<file path="src/rtl/vga_pixel_writer.sv">
// vga_pixel_writer: read-modify-write pixel engine for a ROWS x COLS, 1 bit per
// pixel framebuffer stored one row per RAM word (bit x = column x, bit 0 leftmost).
// Pixel ops read the row, patch one bit and write it back; out-of-range ops
// are consumed with a one-cycle err_range pulse and no RAM access.
// Optional clear-screen (op 11) support: define PIXEL_WRITER_CLEAR_EN.
// Without it, op 11 is rejected like an out-of-range command.
module vga_pixel_writer #(
  parameter int ROWS = 480,
  parameter int COLS = 480
) (
  input  logic            clk_50,
  input  logic            rst,
  input  logic            cmd_valid,
  output logic            cmd_ready,
  input  logic [1:0]      cmd_op,
  input  logic [8:0]      cmd_x,
  input  logic [8:0]      cmd_y,
  output logic            ram_480_480_write,
  output logic [8:0]      ram_480_480_address_rw,
  output logic [COLS-1:0] ram_480_480_din,
  input  logic [COLS-1:0] ram_480_480_dout_rw,
  output logic            busy,
  output logic            err_range
);

  localparam logic [9:0] LP_COLS     = 10'(COLS);
  localparam logic [9:0] LP_ROWS     = 10'(ROWS);
  localparam logic [8:0] LP_LAST_ROW = 9'(ROWS - 1);

  typedef enum logic [2:0] {
    S_IDLE,
    S_RD,
    S_CAP,
    S_WR
`ifdef PIXEL_WRITER_CLEAR_EN
    , S_CLR
`endif
  } state_t;

  state_t            r_state;
  state_t            w_next;
  logic [8:0]        r_addr;
  logic [COLS-1:0]   r_din;
  logic [1:0]        r_op;
  logic [8:0]        r_x;
  logic              r_err;

  logic              w_accept;
  logic              w_is_clr;
  logic              w_in_range;
  logic              w_start_px;
  logic              w_reject;
  logic              w_wr_state;
  logic [COLS-1:0]   w_mod_row;
`ifdef PIXEL_WRITER_CLEAR_EN
  logic              w_start_clr;
`endif

  assign cmd_ready  = (r_state == S_IDLE);
  assign busy       = (r_state != S_IDLE);
  assign w_accept   = cmd_valid && cmd_ready;
  assign w_is_clr   = (cmd_op == 2'b11);
  assign w_in_range = ({1'b0, cmd_x} < LP_COLS) && ({1'b0, cmd_y} < LP_ROWS);
  assign w_start_px = w_accept && !w_is_clr && w_in_range;

`ifdef PIXEL_WRITER_CLEAR_EN
  assign w_start_clr = w_accept && w_is_clr;
  assign w_reject    = w_accept && !w_is_clr && !w_in_range;
  assign w_wr_state  = (r_state == S_WR) || (r_state == S_CLR);
`else
  assign w_reject    = w_accept && (w_is_clr || !w_in_range);
  assign w_wr_state  = (r_state == S_WR);
`endif

  // Write strobe is masked by rst so an abort cannot commit the row being
  // written in the very cycle reset is applied.
  assign ram_480_480_write      = w_wr_state && !rst;
  assign ram_480_480_address_rw = r_addr;
  assign ram_480_480_din        = r_din;
  assign err_range              = r_err;

  // State register
  always_ff @(posedge clk_50) begin
    if (rst) r_state <= S_IDLE;
    else     r_state <= w_next;
  end

  // Next-state logic
  always_comb begin
    w_next = r_state;
    case (r_state)
      S_IDLE: begin
        if (w_start_px) w_next = S_RD;
`ifdef PIXEL_WRITER_CLEAR_EN
        else if (w_start_clr) w_next = S_CLR;
`endif
      end
      S_RD:  w_next = S_CAP;
      S_CAP: w_next = S_WR;
      S_WR:  w_next = S_IDLE;
`ifdef PIXEL_WRITER_CLEAR_EN
      S_CLR: if (r_addr == LP_LAST_ROW) w_next = S_IDLE;
`endif
      default: w_next = S_IDLE;
    endcase
  end

  // Patched row: read data with the latched column set, cleared or inverted
  always_comb begin
    w_mod_row = ram_480_480_dout_rw;
    case (r_op)
      2'b00:   w_mod_row[r_x] = 1'b1;
      2'b01:   w_mod_row[r_x] = 1'b0;
      default: w_mod_row[r_x] = ~ram_480_480_dout_rw[r_x];
    endcase
  end

  // Datapath: command latch, row address, write data and error pulse
  always_ff @(posedge clk_50) begin
    if (rst) begin
      r_addr <= '0;
      r_din  <= '0;
      r_op   <= '0;
      r_x    <= '0;
      r_err  <= 1'b0;
    end else begin
      r_err <= w_reject;
      case (r_state)
        S_IDLE: begin
          if (w_start_px) begin
            r_addr <= cmd_y;
            r_op   <= cmd_op;
            r_x    <= cmd_x;
          end
`ifdef PIXEL_WRITER_CLEAR_EN
          else if (w_start_clr) begin
            r_addr <= '0;
            r_din  <= '0;
          end
`endif
        end
        S_CAP: r_din <= w_mod_row;
`ifdef PIXEL_WRITER_CLEAR_EN
        S_CLR: r_addr <= (r_addr == LP_LAST_ROW) ? '0 : r_addr + 9'd1;
`endif
        default: ;
      endcase
    end
  end

endmodule

</file>
<file path="config.mk">
export PLATFORM = sky130hd
export DESIGN_NAME = vga_pixel_writer
export DESIGN_NICKNAME = d
export VERILOG_FILES = /design/src/rtl/vga_pixel_writer.sv
export SDC_FILE = /design/constraint.sdc
export NUM_CORES = 2
export LEC_CHECK = 0
export BUFFER_PORTS_ARGS = -buffer_cell sky130_fd_sc_hd__buf_2
export CAP_MARGIN = 30
export CORE_AREA = 2 2 386 388
export DETAILED_ROUTE_END_ITERATION = 8
export DIE_AREA = 0 0 388 390
export HOLD_SLACK_MARGIN = 0.05
export SLEW_MARGIN = 10
export SYNTH_ARGS = -nofsm -noshare
export SYNTH_HDL_FRONTEND = slang
export SYNTH_SLANG_ARGS = --single-unit
</file>
<file path="constraint.sdc">
create_clock -name clk_50 -period 9.1 [get_ports clk_50]
set_input_delay 1.82 -clock clk_50 [delete_from_list [all_inputs] [get_ports clk_50]]
set_output_delay 1.82 -clock clk_50 [all_outputs]
set_load 0.05 [all_outputs]
</file>
[Yosys cells after proc, flatten, opt, wreduce, memory -nomap -nowiden]
Cells that the tools add are included.
Cells by class
  divide/modulo/power cells: 0
  reductions and logical operators: 15
  mux-type cells: 8
  equal/unequal tests: 6
  bitwise operators: 4
  shifts and indexed selects: 0
  add/sub/neg operators: 0
  $lt $le $gt $ge: 4
  $mul: 0
Operator list (count)
  $pmux 480 s2: 1
  $and 480x480->480: 1
  $bwmux 480: 1
  $not 480->480: 1
  $or 480x480->480: 1
  $lt 9x9->1 const B: 2
  $lt 9x10->1 const B: 1
  $bmux 1 s9: 1
  $demux 1 s9: 1
  $ge 9x1->1 const B: 1
  $pmux 3 s3: 1
  $logic_and 1x1->1: 7
  $eq 3x2->1 const B: 2
  $eq 3x1->1 const B: 1
  $logic_not 1->1: 3
  $logic_not 3->1: 1
  $mux 3: 1
  $reduce_bool 3->1: 1
  $eq 2x1->1 const B: 1
  $eq 2x2->1 const B: 1
  $logic_not 2->1: 1
  $mux 1: 2
  $ne 2x1->1 const B: 1
  $reduce_and 2->1: 1
  2 further kinds: 2
Storage, ports and cells
  bits in latches: 0
  logic and storage cells: 43
  output and inout port bits: 493
  memory bits (writable): 0
  ROM bits: 0
  register bits after elaboration: 504
  input port bits: 503
  memories kept: 0

[Longest topological paths before layout]
  depth in word-level cells: 7
  depth in mapped cells: 17
  depth with buffers taken out: 8

[Worst setup path before layout]
Ideal clock, no wire load.
  path type: input to output
  start point: input port rst
  end point: output port ram_480_480_write
  setup slack: 4390 ps
  data required time: 7280 ps
  stages on the path: 3
  arrival: 2890 ps
  cells stage by stage: clkbuf_1 > clkbuf_1 > nor2b_1
On the way
  cells in the longest elaborated chain, start to end: 2
Ends and longest elaborated chain
  start, declared: line 12  | input logic rst,
  $logic_not 1->1: line 77  | assign ram_480_480_write = w_wr_state && !rst;
  $logic_and 1x1->1: line 77
  end, declared: line 18  | output logic ram_480_480_write,
Every way passes these cells.

[Worst setup path in the final report]
  start point: register r_x[3]
  end point: register r_din[83], in the netlist ram_480_480_din[83]
On the way
  cells in the longest elaborated chain, start to end: 7
  elaborated cells between the ends (all ways): 13
  those cells by class: order compare: 2; mux: 6; bitwise: 4; reduce/logical: 1
Ends and longest elaborated chain
  start, declared: line 45  | logic [8:0] r_x;
  start signal, assigned: line 133  | r_x <= cmd_x;
  $lt 9x10->1 (implied by the code) / $ge 9x1->1 (equally long branches): line 112, 113, 114
  $logic_and 1x1->1 (implied by the code): line 112, 113, 114
  $mux 1 (implied by the code): line 112, 113, 114
  $demux 1 s9: line 112, 113, 114
  $not 480->480 (no line)
  $and 480x480->480 (no line)
  $pmux 480 s2 *: line 111  | case (r_op)
  end signal, assigned: line 142  | S_CAP: r_din <= w_mod_row;
  end, declared: line 43  | logic [COLS-1:0] r_din;
Every way passes the cells marked *; elsewhere a longest branch is shown, timed or not. The select of a mux whose other input is x is not followed.
A chain may end at the register's enable or synchronous reset.

==> impl_results.md <==
* Longest Clk Path Bufs at 3
* Initial antenna violation count at 71
* Tot Pwr at 13.2 mW
* Worst Path Required at 9590 ps
* Critical Path AT at 6770 ps
* Commonest non-fill, non-tap cells in the layout: 994 x buf_2, 656 x nor2_1, 511 x nand2_1
* Routed length per instance at 29.6 um
* Worst slew pin tran at 1280 ps
* Layout cell share with drive strength beyond 1 at 0.289
* GP Congestion at 0.913
* Yosys cell types at 67
* Syn Inst Count at 4,025
* Final period util at 0.690
* CP Capture Type: flip-flop
* Reg2reg setup slack at 2820 ps
* Leading post-synthesis cells by cell area: dfxtp_1 31%, nand3b_1 11%, nor2_1 7.9%, o211ai_1 7.3%, a31oi_1 6.3%
* CP max stage delay at 890 ps
* Max_cap viols at 0
* CP Buf/Inv Count at 3
* Clock root buffer: clkbuf_16
* Die Y at 390 um
* Skew final at 41.8 ps
* CTS clock-pin slew for the worst setup and hold paths at 60 ps
* Worst slew margin at 0.148
* Commonest non-fill, non-tap cell in the layout: buf_2
* CP cell instances: buf_4 -> and2b_2 -> buf_4 -> a22oi_1 -> a31oi_1 -> o41ai_1 -> o2111ai_1 -> or3_1 -> and3b_4 -> buf_12 -> a311oi_1
* WHS at 494 ps
* Nets at 5,226
* Synthesized area at 32,300 um^2
* Slowest-stage cell, CP: and3b_4
* Avg Synthesized Cell Area at 8.03 um^2
* Clock latency on the worst-skew pair at 680 ps
* Worst ir drop on vdd at 0.167 mV
* DP Worst Slack at 2360 ps
* Post-DRT Antenna Nets at 0
* Io pins at 996
* Crit path top cell by count: buf_4
* # rows at 141
* Placed insts at 6,573
* Final WL at 200,000 um
* Power Density at 322 nW/um^2
* Post-synth top flop: dfxtp_1
* Yosys reg bits at 503
* Post-Layout Cell Count at 6,758
* Max Fclk at 159 MHz
* Via count at 37,789
* CTS tree: done
* Multi-input gate area at 20,100 um^2
* Vias in the first global route at 34,013
* Port-buffer cells at 995
* Worst-path fanout max at 123
* Initial Util at 0.220
* DR pass1 iterations at 6
* RR Endpoint: ram_480_480_din[83]$_SDFFE_PP0P_
* Top Family by Delay on Critical Path: compound AO/OA/AOI/OAI gates
* Core ar. at 147,000 um^2
* Inserted Clock Buffers at 69
* Critical path destination: ram_480_480_din[83]$_SDFFE_PP0P_
* Hold Crit Class: flip-flop to flip-flop
* Final worst slack at 2820 ps
* Hold Vio Cnt, Final at 0
* Worst Reg-to-Reg Cells at 11
* Syn. warnings at 0
* Outcome: complete, no violations
* Startpoint types: flip-flop
* Die ar. at 151,000 um^2
* Fillers at 15,890
* EDFF count, synth at 0
* Synth-to-layout area growth at 27.2%
* Final HPWL DP at 140,000 um
* Pin count of the biggest net entering global routing at 242
* Leakage power at 14.6 nW
* H-tree depth at 3
* Synth async-reset ratio at 0
* Global-route wire length before repair at 269,000 um
* CP startpoint: r_x[3]$_SDFFE_PP0P_
* Sink Count at 503
* Reg area at 10,100 um^2
* Drt initial violations at 3,874
* Syn_nets at 4,531
* Tmin final at 6280 ps
* Hold-fix buffers, CTS at 0
* Critical path class: flip-flop to flip-flop
* Cell taking the most area after synthesis: dfxtp_1
* Gr usage total at 0.248
* Seq/Total Area, Yosys at 0.312
* Post_cts resized at 0
* Via-to-Cell Ratio at 5.59
* Die Span X at 388 um
* Drt drc at 0
* Critical register-to-register path startpoint: r_x[3]$_SDFFE_PP0P_
* Total negative slack at 0 ps
* Post-synth top area share at 0.312
* Final Max Tran Viols at 0
* Remaining Overflow, GRT at 0
* Post-CTS setup buffer count at 0
* CP Depth at 11
* Final setup vio count at 0
* RSZ-0062 raised after global routing: false
synthesized netlist by cell type (3+ instances only):
cell,instances
or2_2,3
nand3_1,16
inv_1,6
or3_1,3
a311oi_1,27
nand3b_1,480
nor4_4,6
o211ai_1,313
mux2i_1,97
ha_1,3
nand2b_1,13
and3b_1,3
nor3_1,18
mux4_1,31
dlygate4sd3_1,5
a22o_1,4
a2111oi_0,6
dfxtp_1,503
a22oi_1,18
nor2b_1,14
o22ai_1,4
nor2_1,682
o221ai_1,165
dlygate4sd1_1,16
buf_12,10
a211oi_2,18
a21oi_1,19
o21ai_0,7
o2111ai_1,3
buf_6,10
buf_4,21
mux2_2,8
mux4_2,53
buf_2,53
buf_1,29
a211oi_1,135
clkbuf_1,344
a221oi_1,5
nand2_1,511
a31oi_1,324
mux4_4,3
cells by family after synthesis:
kind of cell / count (synthesis) / synth area share
fa+ha+maj: 3 / 0.00116
buf+inv: 498 / 0.0741
mux: 192 / 0.0973
compound gates: 1061 / 0.243
simple gates: 1768 / 0.273
flops: 503 / 0.312
sequential cells by signal, summed over array words and instances, names as in the netlist:
register and cells:
ram_480_480_address_rw 9, err_range 1, r_x 9, ram_480_480_din 480, r_state 2, r_op 2
worst min-delay path by stage:
stage	startpoint	slack, ps	endpoint	cells past startpoint
2_1_floorplan	r_state[1]$_SDFFE_PP0P_	480	r_state[1]$_SDFFE_PP0P_	2
3_3_place_gp	ram_480_480_address_rw[1]$_SDFFE_PP0P_	470	ram_480_480_address_rw[1]$_SDFFE_PP0P_	2
3_5_place_dp	ram_480_480_address_rw[8]$_SDFFE_PP0P_	480	ram_480_480_address_rw[8]$_SDFFE_PP0P_	2
4_1_cts	ram_480_480_address_rw[8]$_SDFFE_PP0P_	500	ram_480_480_address_rw[8]$_SDFFE_PP0P_	2
5_1_grt	ram_480_480_address_rw[5]$_SDFFE_PP0P_	520	ram_480_480_address_rw[5]$_SDFFE_PP0P_	2
6_report	ram_480_480_address_rw[1]$_SDFFE_PP0P_	490	ram_480_480_address_rw[1]$_SDFFE_PP0P_	2
routing by layer:
metal | global-route usage | part of all wire
met1 | 0.303 | 0.39
met2 | 0.392 | 0.45
met3 | 0.0791 | 0.10
met4 | 0.122 | 0.054
met5 | 0 | 0.00096
stage by stage:
step	utilization	area, um^2
3_3_place_gp	0.262	38500
6_report	0.279	41100
4_1_cts	0.278	40900
5_1_grt	0.279	41100
3_5_place_dp	0.263	38600
2_1_floorplan	-	32300
worst min-delay path: cells and delay by family (launching register included):
family           cells  cell delay [ps]
AND/OR/NAND/NOR      1               70
multiplexers         1               60
flip-flops           1              320
report_power, final:
group | internal (mW) | switching [mW] | total, mW
Sequential | 2.92 | 0.471 | 3.39
Clock | 1.57 | 1.21 | 2.78
Combinational | 1.94 | 5.13 | 7.07
layout make-up:
class,count,area share
Tap cell,1930,0.0587
Antenna cell,54,0.00329
Multi-Input combinational cell,3024,0.489
Sequential cell,503,0.245
Clock inverter,21,0.00526
Clock buffer,104,0.0489
Timing Repair Buffer,1116,0.149
Inverter,6,0.000548
No activity file was read; power rests on OpenSTA's default activity.
